File: config.mk
export PLATFORM = sky130hd
export DESIGN_NAME = ras_unit_flat
export DESIGN_NICKNAME = d
export VERILOG_FILES = /design/src/rtl/ras_unit_if.sv /design/src/rtl/ras_unit.sv /design/src/flat_wrapper.sv
export SDC_FILE = /design/constraint.sdc
export NUM_CORES = 1
export LEC_CHECK = 0
export ABC_AREA = 1
export BUFFER_PORTS_ARGS = -buffer_cell sky130_fd_sc_hd__buf_4
export CAP_MARGIN = 30
export CORE_UTILIZATION = 51
export CTS_BUF_LIST = sky130_fd_sc_hd__clkbuf_4 sky130_fd_sc_hd__clkbuf_8
export CTS_CLUSTER_SIZE = 28
export DETAILED_ROUTE_END_ITERATION = 12
export GPL_TIMING_DRIVEN = 1
export PLACE_DENSITY_LB_ADDON = 0.12
export REMOVE_ABC_BUFFERS = 1
export SLEW_MARGIN = 20
export SYNTH_ARGS = -nofsm -noshare
export SYNTH_HDL_FRONTEND = slang
export SYNTH_SLANG_ARGS = --single-unit
export TNS_END_PERCENT = 100
File: constraint.sdc
create_clock -name clk_in -period 7.81 [get_ports clk_in]
set_input_delay 0.3905 -clock clk_in [delete_from_list [all_inputs] [get_ports clk_in]]
set_output_delay 0.3905 -clock clk_in [all_outputs]
set_load 0.02 [all_outputs]
File: src/rtl/ras_unit_if.sv
// Request/response bundle between the ID/EX call/return detect logic and the return address stack.
// The master drives requests and the slave (ras_unit) returns the predicted target and status.
interface ras_unit_if #(
  parameter int XLEN  = 32,
  parameter int DEPTH = 8
);
  logic                     push_signal_in;
  logic                     pop_signal_in;
  logic                     stall_signal_in;
  logic [XLEN-1:0]          push_addr_in;
  logic [XLEN-1:0]          fwd_data_in;
  logic                     ras_mux_src_signal_in;
  logic                     checkpoint_signal_in;
  logic                     restore_signal_in;
  logic [XLEN-1:0]          top_addr_out;
  logic                     valid_out;
  logic [$clog2(DEPTH):0]   count_out;
  logic                     overflow_out;
  logic                     underflow_out;

  modport master (
    output push_signal_in, pop_signal_in, stall_signal_in, push_addr_in, fwd_data_in,
           ras_mux_src_signal_in, checkpoint_signal_in, restore_signal_in,
    input  top_addr_out, valid_out, count_out, overflow_out, underflow_out
  );

  modport slave (
    input  push_signal_in, pop_signal_in, stall_signal_in, push_addr_in, fwd_data_in,
           ras_mux_src_signal_in, checkpoint_signal_in, restore_signal_in,
    output top_addr_out, valid_out, count_out, overflow_out, underflow_out
  );
endinterface

File: src/rtl/ras_unit.sv
// Circular return address stack with overwrite-on-full and reported underflow.
// Define RAS_CHECKPOINT_EN to add a {tos_ptr, count} snapshot for misprediction restore.
module ras_unit #(
  parameter int DEPTH = 8,
  parameter int XLEN  = 32
) (
  input logic       clk_in,
  input logic       rst_in,
  ras_unit_if.slave ras_if
);
  localparam int PW = $clog2(DEPTH);
  localparam int CW = PW + 1;

  logic [XLEN-1:0] mem_q [DEPTH];
  logic [PW-1:0]   tos_q, tos_d;
  logic [CW-1:0]   count_q, count_d;
  logic            ovf_q, ovf_d;
  logic            unf_q, unf_d;
  logic            wr_en;
  logic [PW-1:0]   wr_idx;
  logic [XLEN-1:0] push_val;

`ifdef RAS_CHECKPOINT_EN
  logic [PW-1:0]   snap_tos_q;
  logic [CW-1:0]   snap_count_q;
`else
  logic            unused_checkpoint;
  assign unused_checkpoint = ras_if.checkpoint_signal_in;
`endif

  assign push_val = ras_if.ras_mux_src_signal_in ? ras_if.fwd_data_in : ras_if.push_addr_in;

  always_comb begin
    tos_d   = tos_q;
    count_d = count_q;
    ovf_d   = 1'b0;
    unf_d   = 1'b0;
    wr_en   = 1'b0;
    wr_idx  = tos_q;
    if (ras_if.restore_signal_in) begin
`ifdef RAS_CHECKPOINT_EN
      tos_d   = snap_tos_q;
      count_d = snap_count_q;
`else
      tos_d   = '0;
      count_d = '0;
`endif
    end else if (!ras_if.stall_signal_in) begin
      if (ras_if.push_signal_in && ras_if.pop_signal_in && count_q != '0) begin
        // Coroutine swap: replace the top in place.
        wr_en  = 1'b1;
        wr_idx = tos_q;
      end else if (ras_if.push_signal_in) begin
        tos_d  = tos_q + PW'(1);
        wr_en  = 1'b1;
        wr_idx = tos_q + PW'(1);
        if (count_q == CW'(DEPTH)) begin
          ovf_d = 1'b1;
        end else begin
          count_d = count_q + CW'(1);
        end
      end else if (ras_if.pop_signal_in) begin
        if (count_q != '0) begin
          tos_d   = tos_q - PW'(1);
          count_d = count_q - CW'(1);
        end else begin
          unf_d = 1'b1;
        end
      end
    end
  end

  always_ff @(posedge clk_in) begin
    if (rst_in) begin
      for (int i = 0; i < DEPTH; i++) begin
        mem_q[i] <= '0;
      end
      tos_q   <= '0;
      count_q <= '0;
      ovf_q   <= 1'b0;
      unf_q   <= 1'b0;
    end else begin
      if (wr_en) begin
        mem_q[wr_idx] <= push_val;
      end
      tos_q   <= tos_d;
      count_q <= count_d;
      ovf_q   <= ovf_d;
      unf_q   <= unf_d;
    end
  end

`ifdef RAS_CHECKPOINT_EN
  // Snapshot reflects the state after this cycle's update, so it is taken from the _d values.
  always_ff @(posedge clk_in) begin
    if (rst_in) begin
      snap_tos_q   <= '0;
      snap_count_q <= '0;
    end else if (ras_if.checkpoint_signal_in) begin
      snap_tos_q   <= tos_d;
      snap_count_q <= count_d;
    end
  end
`endif

  assign ras_if.top_addr_out  = (count_q != '0) ? mem_q[tos_q] : '0;
  assign ras_if.valid_out     = (count_q != '0);
  assign ras_if.count_out     = count_q;
  assign ras_if.overflow_out  = ovf_q;
  assign ras_if.underflow_out = unf_q;
endmodule
File: src/flat_wrapper.sv
// flat-port wrapper written by rule: the top's interface ports become plain ports
module ras_unit_flat 
#(
  parameter int DEPTH = 8,
  parameter int XLEN  = 32
)
  (clk_in, rst_in, ras_if_push_signal_in, ras_if_pop_signal_in, ras_if_stall_signal_in, ras_if_push_addr_in, ras_if_fwd_data_in, ras_if_ras_mux_src_signal_in, ras_if_checkpoint_signal_in, ras_if_restore_signal_in, ras_if_top_addr_out, ras_if_valid_out, ras_if_count_out, ras_if_overflow_out, ras_if_underflow_out);
  ras_unit_if #(.XLEN(XLEN), .DEPTH(DEPTH)) ras_if_i ();
  input logic clk_in;
  input logic rst_in;
  input wire logic [$bits(ras_if_i.push_signal_in)-1:0] ras_if_push_signal_in;
  input wire logic [$bits(ras_if_i.pop_signal_in)-1:0] ras_if_pop_signal_in;
  input wire logic [$bits(ras_if_i.stall_signal_in)-1:0] ras_if_stall_signal_in;
  input wire logic [$bits(ras_if_i.push_addr_in)-1:0] ras_if_push_addr_in;
  input wire logic [$bits(ras_if_i.fwd_data_in)-1:0] ras_if_fwd_data_in;
  input wire logic [$bits(ras_if_i.ras_mux_src_signal_in)-1:0] ras_if_ras_mux_src_signal_in;
  input wire logic [$bits(ras_if_i.checkpoint_signal_in)-1:0] ras_if_checkpoint_signal_in;
  input wire logic [$bits(ras_if_i.restore_signal_in)-1:0] ras_if_restore_signal_in;
  output wire logic [$bits(ras_if_i.top_addr_out)-1:0] ras_if_top_addr_out;
  output wire logic [$bits(ras_if_i.valid_out)-1:0] ras_if_valid_out;
  output wire logic [$bits(ras_if_i.count_out)-1:0] ras_if_count_out;
  output wire logic [$bits(ras_if_i.overflow_out)-1:0] ras_if_overflow_out;
  output wire logic [$bits(ras_if_i.underflow_out)-1:0] ras_if_underflow_out;
  assign ras_if_i.push_signal_in = ras_if_push_signal_in;
  assign ras_if_i.pop_signal_in = ras_if_pop_signal_in;
  assign ras_if_i.stall_signal_in = ras_if_stall_signal_in;
  assign ras_if_i.push_addr_in = ras_if_push_addr_in;
  assign ras_if_i.fwd_data_in = ras_if_fwd_data_in;
  assign ras_if_i.ras_mux_src_signal_in = ras_if_ras_mux_src_signal_in;
  assign ras_if_i.checkpoint_signal_in = ras_if_checkpoint_signal_in;
  assign ras_if_i.restore_signal_in = ras_if_restore_signal_in;
  assign ras_if_top_addr_out = ras_if_i.top_addr_out;
  assign ras_if_valid_out = ras_if_i.valid_out;
  assign ras_if_count_out = ras_if_i.count_out;
  assign ras_if_overflow_out = ras_if_i.overflow_out;
  assign ras_if_underflow_out = ras_if_i.underflow_out;
  ras_unit #(.DEPTH(DEPTH), .XLEN(XLEN)) u_core (.clk_in(clk_in), .rst_in(rst_in), .ras_if(ras_if_i));
endmodule
# Word level (Yosys, flattened, before mapping)
# Memories as Yosys holds them, arrays and structs flattened. A register that Yosys moved wholly into a read port is not among the register bits.
# Index checks and enable logic that the tools add are counted.
# op_classes
muxes	29
n_addsub	4
reduce_logical	11
bitwise_logic	4
n_eq_ne	2
# op_table
cell	count
$mux W32	3
$reduce_or A32 Y1	1
$mux W3	10
$mux W4	4
$mux W1	12
$reduce_or A6 Y1	1
$reduce_and A5 Y1	1
$reduce_or A5 Y1	1
$add A4 B1 Y4 const B	1
$eq A4 B4 Y1 const B	1
$not A1 Y1	4
$reduce_and A4 Y1	1
$reduce_bool A2 Y1	2
$reduce_bool A4 Y1	1
$sub A4 B1 Y4 const B	1
$add A3 B1 Y3 const B	1
$sub A3 B1 Y3 const B	1
$logic_and A1 B1 Y1	2
$ne A2 B2 Y1 const B	1
$reduce_or A2 Y1	1
# totals
inputBits	72
ramBits	256
output_inout_bits	39
wordCells	55
reg_bits	9
mem_count	1
# mem_list
memory	words	word_bits	read_ports	rd_ports_with_merged_regs	wr	line	source
u_core.mem_q	8	32	1	1	8	ras_unit.sv:14	logic [XLEN-1:0] mem_q [DEPTH];

# Depth between registers and ports, before layout
# logic_depth
ltp_word	10
mapped_depth	11
depth_no_buf	9

# Worst setup path after synthesis
# Ideal clock, no wire load.
# synth_timing
kind	input -> register
from	input ras_if_push_signal_in
to	memory u_core.mem_q[5][0] (enable)
n_path_buf	2
setup_slack_ps	3746
cell_stages	8
t_required_ps	7344
arrival_ps	3598
setup_time_ps	466
path_cell_list	buf_4 inv_2 ha_1 inv_1 nand3_1 nand3_4 buf_6 o21ai_0
# synth_rtl
element	line	source
start: declaration	flat_wrapper.sv:11	input wire logic [$bits(ras_if_i.push_signal_in)-1:0] ras_if_push_signal_in;
end: declaration	ras_unit.sv:14	

==> metrics.yaml <==
cts:
  cts_hold_buf: 0
  cts_buffers: 44
  postCtsSetupBuffers: 0
  clk_latency_ns: 0.55
  clockRootBuffer: "clkbuf_8"
  clock_sinks: 268
  cts-htree-levels: 2
  tritoncts: "built"
  path_clk_slew_ns: 0.06
  cts-resized-gates: 0
  cts_buffer_depth: 3
power_and_ir_drop:
  p_leak_uw: 0.005466
  ir_drop_mv: 0.1200
  clockPowerShare: 0.367
  p_comb_frac: 0.107
  p_seq_frac: 0.527
  switchingPower_uw: 781.3
  p_sw_frac: 0.2507
  totalPowerFinal_uw: 3116
  p_per_area_nw_per_um2: 211.6
  p_int_uw: 2335
status:
  outcome: "complete, no violations"
yosys:
  async_flop_share: 0
  ys_ff_latch: 268
  yosysSeqAreaShare: 0.6106
  syn_area_um2: 12980
  syn_avg_cell_area_um2: 10.70
  synth-edff-count: 256
  synth_cells: 1213
  yosys.cell_types.count: 31
  yosys_warnings: 0
  ys.flop_type: "edfxtp_1"
critical_path:
  worstSetupPathType: "flip-flop to flip-flop"
  arrival_ns: 3.78
  r2r_start: "u_core.ras_if.count_out[0]"
  r2r_end: "u_core.mem_q[7][22]"
  crit_fanout: 35
  r2r_slack_ns: 4.23
  reg2regPathDepth: 9
  start_kind: "flip-flop"
  cp-end-kind: "flip-flop"
  crit_required_ns: 8.01
routing:
  wl_per_cell_um: 18.89
  drt_iter0_markers: 740
  wl_met2_um: 15770
  vias: 9326
  met1_length_um: 12940
  wl_met3_um: 1997
  drt-total-wl_um: 31210
  ant_nets: 0
  vias_per_cell: 5.645
  drc_errors: 0
  highest_layer: "met4"
  firstDrtPassIters: 8
floorplanning:
  dieWidth_um: 161.6
  dieHeight_um: 161.6
  rows: 58
  die_area_um2: 26100
  start_util: 0.5171
  coreArea_um2: 25110
  ios: 111
finish:
  stdcell_count: 1652
  diodes: 0
  mostFrequentLayoutCells: "nor2_1 (367), edfxtp_1 (256), o21ai_0 (133)"
  syn_to_final_growth_pct: 13.45
  layout_commonest_cell: "nor2_1"
  fillers: 2194
  drive_gt1_frac: 0.2141
  nets: 1369
timing:
  final_min_period_over_clock_period: 0.4582
  period_minus_slack_ns: 3.579
  slew-limit-headroom: 0.3314
  rsz0062_at_grt: "false"
  max_freq_ghz: 0.2794
  worst_pin_slew_ns: 1.003
  finalClockSkew_ns: 0.01601
  tns_ns: 0
  hold_viol: 0
  holdWs_ns: 0.06039
  slew_violations: 0
  setup_viol: 0
global_route:
  grt_max_degree: 87
  grt_pass1_vias: 9188
  antenna_found_initial: 0
  overflow: 0
  grt_usage: 0.2438
  grt_pass1_wl_um: 49190
hold_path:
  holdPathEnd: "u_core.ras_if.overflow_out"
  worstHoldPathCells: 2
  hp-start: "ras_if_pop_signal_in"
  holdCritPathClass: "primary input to flip-flop"
place:
  gp_congestion: 0.7658
  dp.cells: 1573
  io_buffer_count: 109
  hpwl_um: 16930
run:
  timing.max_cap.violations: 0
[through the flow]
step           worst slack, ns  area, um2    util
2_1_floorplan            2.323      12360       -
3_3_place_gp             3.511      13740  0.5471
3_5_place_dp             4.059      13910  0.5539
4_1_cts                  4.082      14710  0.5859
5_1_grt                  4.044      14730  0.5867
6_report                 4.231      14730  0.5867
[final cells by class]
class / count / area (um2) / share of cell area
flip-flops and latches: 268 / 7934 / 0.5386
multi-input cells: 832 / 4427 / 0.3005
repair buffers: 128 / 1091 / 0.07407
clock buffers: 60 / 732.0 / 0.04969
well taps: 330 / 412.9 / 0.02803
clock inverters: 18 / 71.32 / 0.004842
inverters: 16 / 62.56 / 0.004247
[power by group through the flow]
stage	logic, uW	registers (uW)	clock network [uW]
3_3_place_gp	321	1670	0
3_5_place_dp	334	1670	0
4_1_cts	335	1640	1160
5_1_grt	366	1650	1230
2_1_floorplan	181	1680	0
6_report	333	1640	1140
[layer usage]
layer | up-vias | track usage
met2 | 316 | 0.4255
met3 | 47 | 0.03749
met4 | 0 | 0.07676
met1 | 4525 | 0.3116
met5 | - | 0
li1 | 4438 | -
[worst max-delay path by stage]
stage	to	from	cells past startpoint
floorplan	u_core.mem_q[5][0]	u_core.ras_if.count_out[0]	8
global placement	u_core.mem_q[3][27]	u_core.ras_if.count_out[0]	9
detailed placement	u_core.mem_q[3][27]	rst_in	9
CTS	u_core.mem_q[3][8]	u_core.ras_if.count_out[0]	10
global route	u_core.mem_q[6][31]	u_core.ras_if.count_out[0]	9
finish	u_core.mem_q[7][22]	u_core.ras_if.count_out[0]	9
[worst max-delay path: stages, from the launching register on]
cell     delay, ns
dfxtp_1       0.45
nor2_2        0.08
nand2_2       0.43
nand2_4       0.14
nand2_2       0.11
nand2_1       0.09
nand2_4       0.13
nand2_2       0.53
o21ai_4       0.78
buf_4         0.46
[registers in the layout, summed over array words and instances, names as in the netlist, named ones only]
register / flops
u_core.ras_if.count_out: 4
u_core.tos_q: 3
u_core.ras_if.underflow_out: 1
u_core.ras_if.overflow_out: 1
u_core.mem_q: 256
[Yosys cell counts, types with 2 or more instances]
| master | number | area share |
|---|---|---|
| nand3_4 | 2 | 0.0027 |
| xnor2_1 | 3 | 0.0020 |
| ha_1 | 6 | 0.0058 |
| buf_1 | 6 | 0.0017 |
| nor3_2 | 56 | 0.043 |
| buf_2 | 22 | 0.0085 |
| buf_6 | 30 | 0.026 |
| a21oi_1 | 3 | 0.0012 |
| dfxtp_1 | 12 | 0.019 |
| buf_4 | 3 | 0.0017 |
| nand2_2 | 4 | 0.0019 |
| nor2_4 | 4 | 0.0035 |
| nor3_1 | 76 | 0.029 |
| nand2_4 | 6 | 0.0052 |
| o22ai_1 | 32 | 0.015 |
| inv_1 | 8 | 0.0023 |
| nor2_1 | 367 | 0.11 |
| o21ai_0 | 137 | 0.053 |
| edfxtp_1 | 256 | 0.59 |
| nand3_1 | 8 | 0.0031 |
| nand2_1 | 59 | 0.017 |
| xor2_1 | 2 | 0.0013 |
| inv_2 | 6 | 0.0017 |
| clkbuf_1 | 36 | 0.010 |
| mux2i_1 | 32 | 0.025 |
| o211ai_1 | 32 | 0.019 |
[cells by family after synthesis]
family,after synthesis,synth area share
flip-flops,268,0.6106
AO/OA/AOI/OAI,204,0.08789
multiplexers,32,0.02467
buffers and inverters,113,0.05310
adder cells (fa/ha/maj),7,0.007324
AND/OR/NAND/NOR,584,0.2131
XOR/XNOR,5,0.003373
Note: power is estimated with default switching activity, not from simulation.
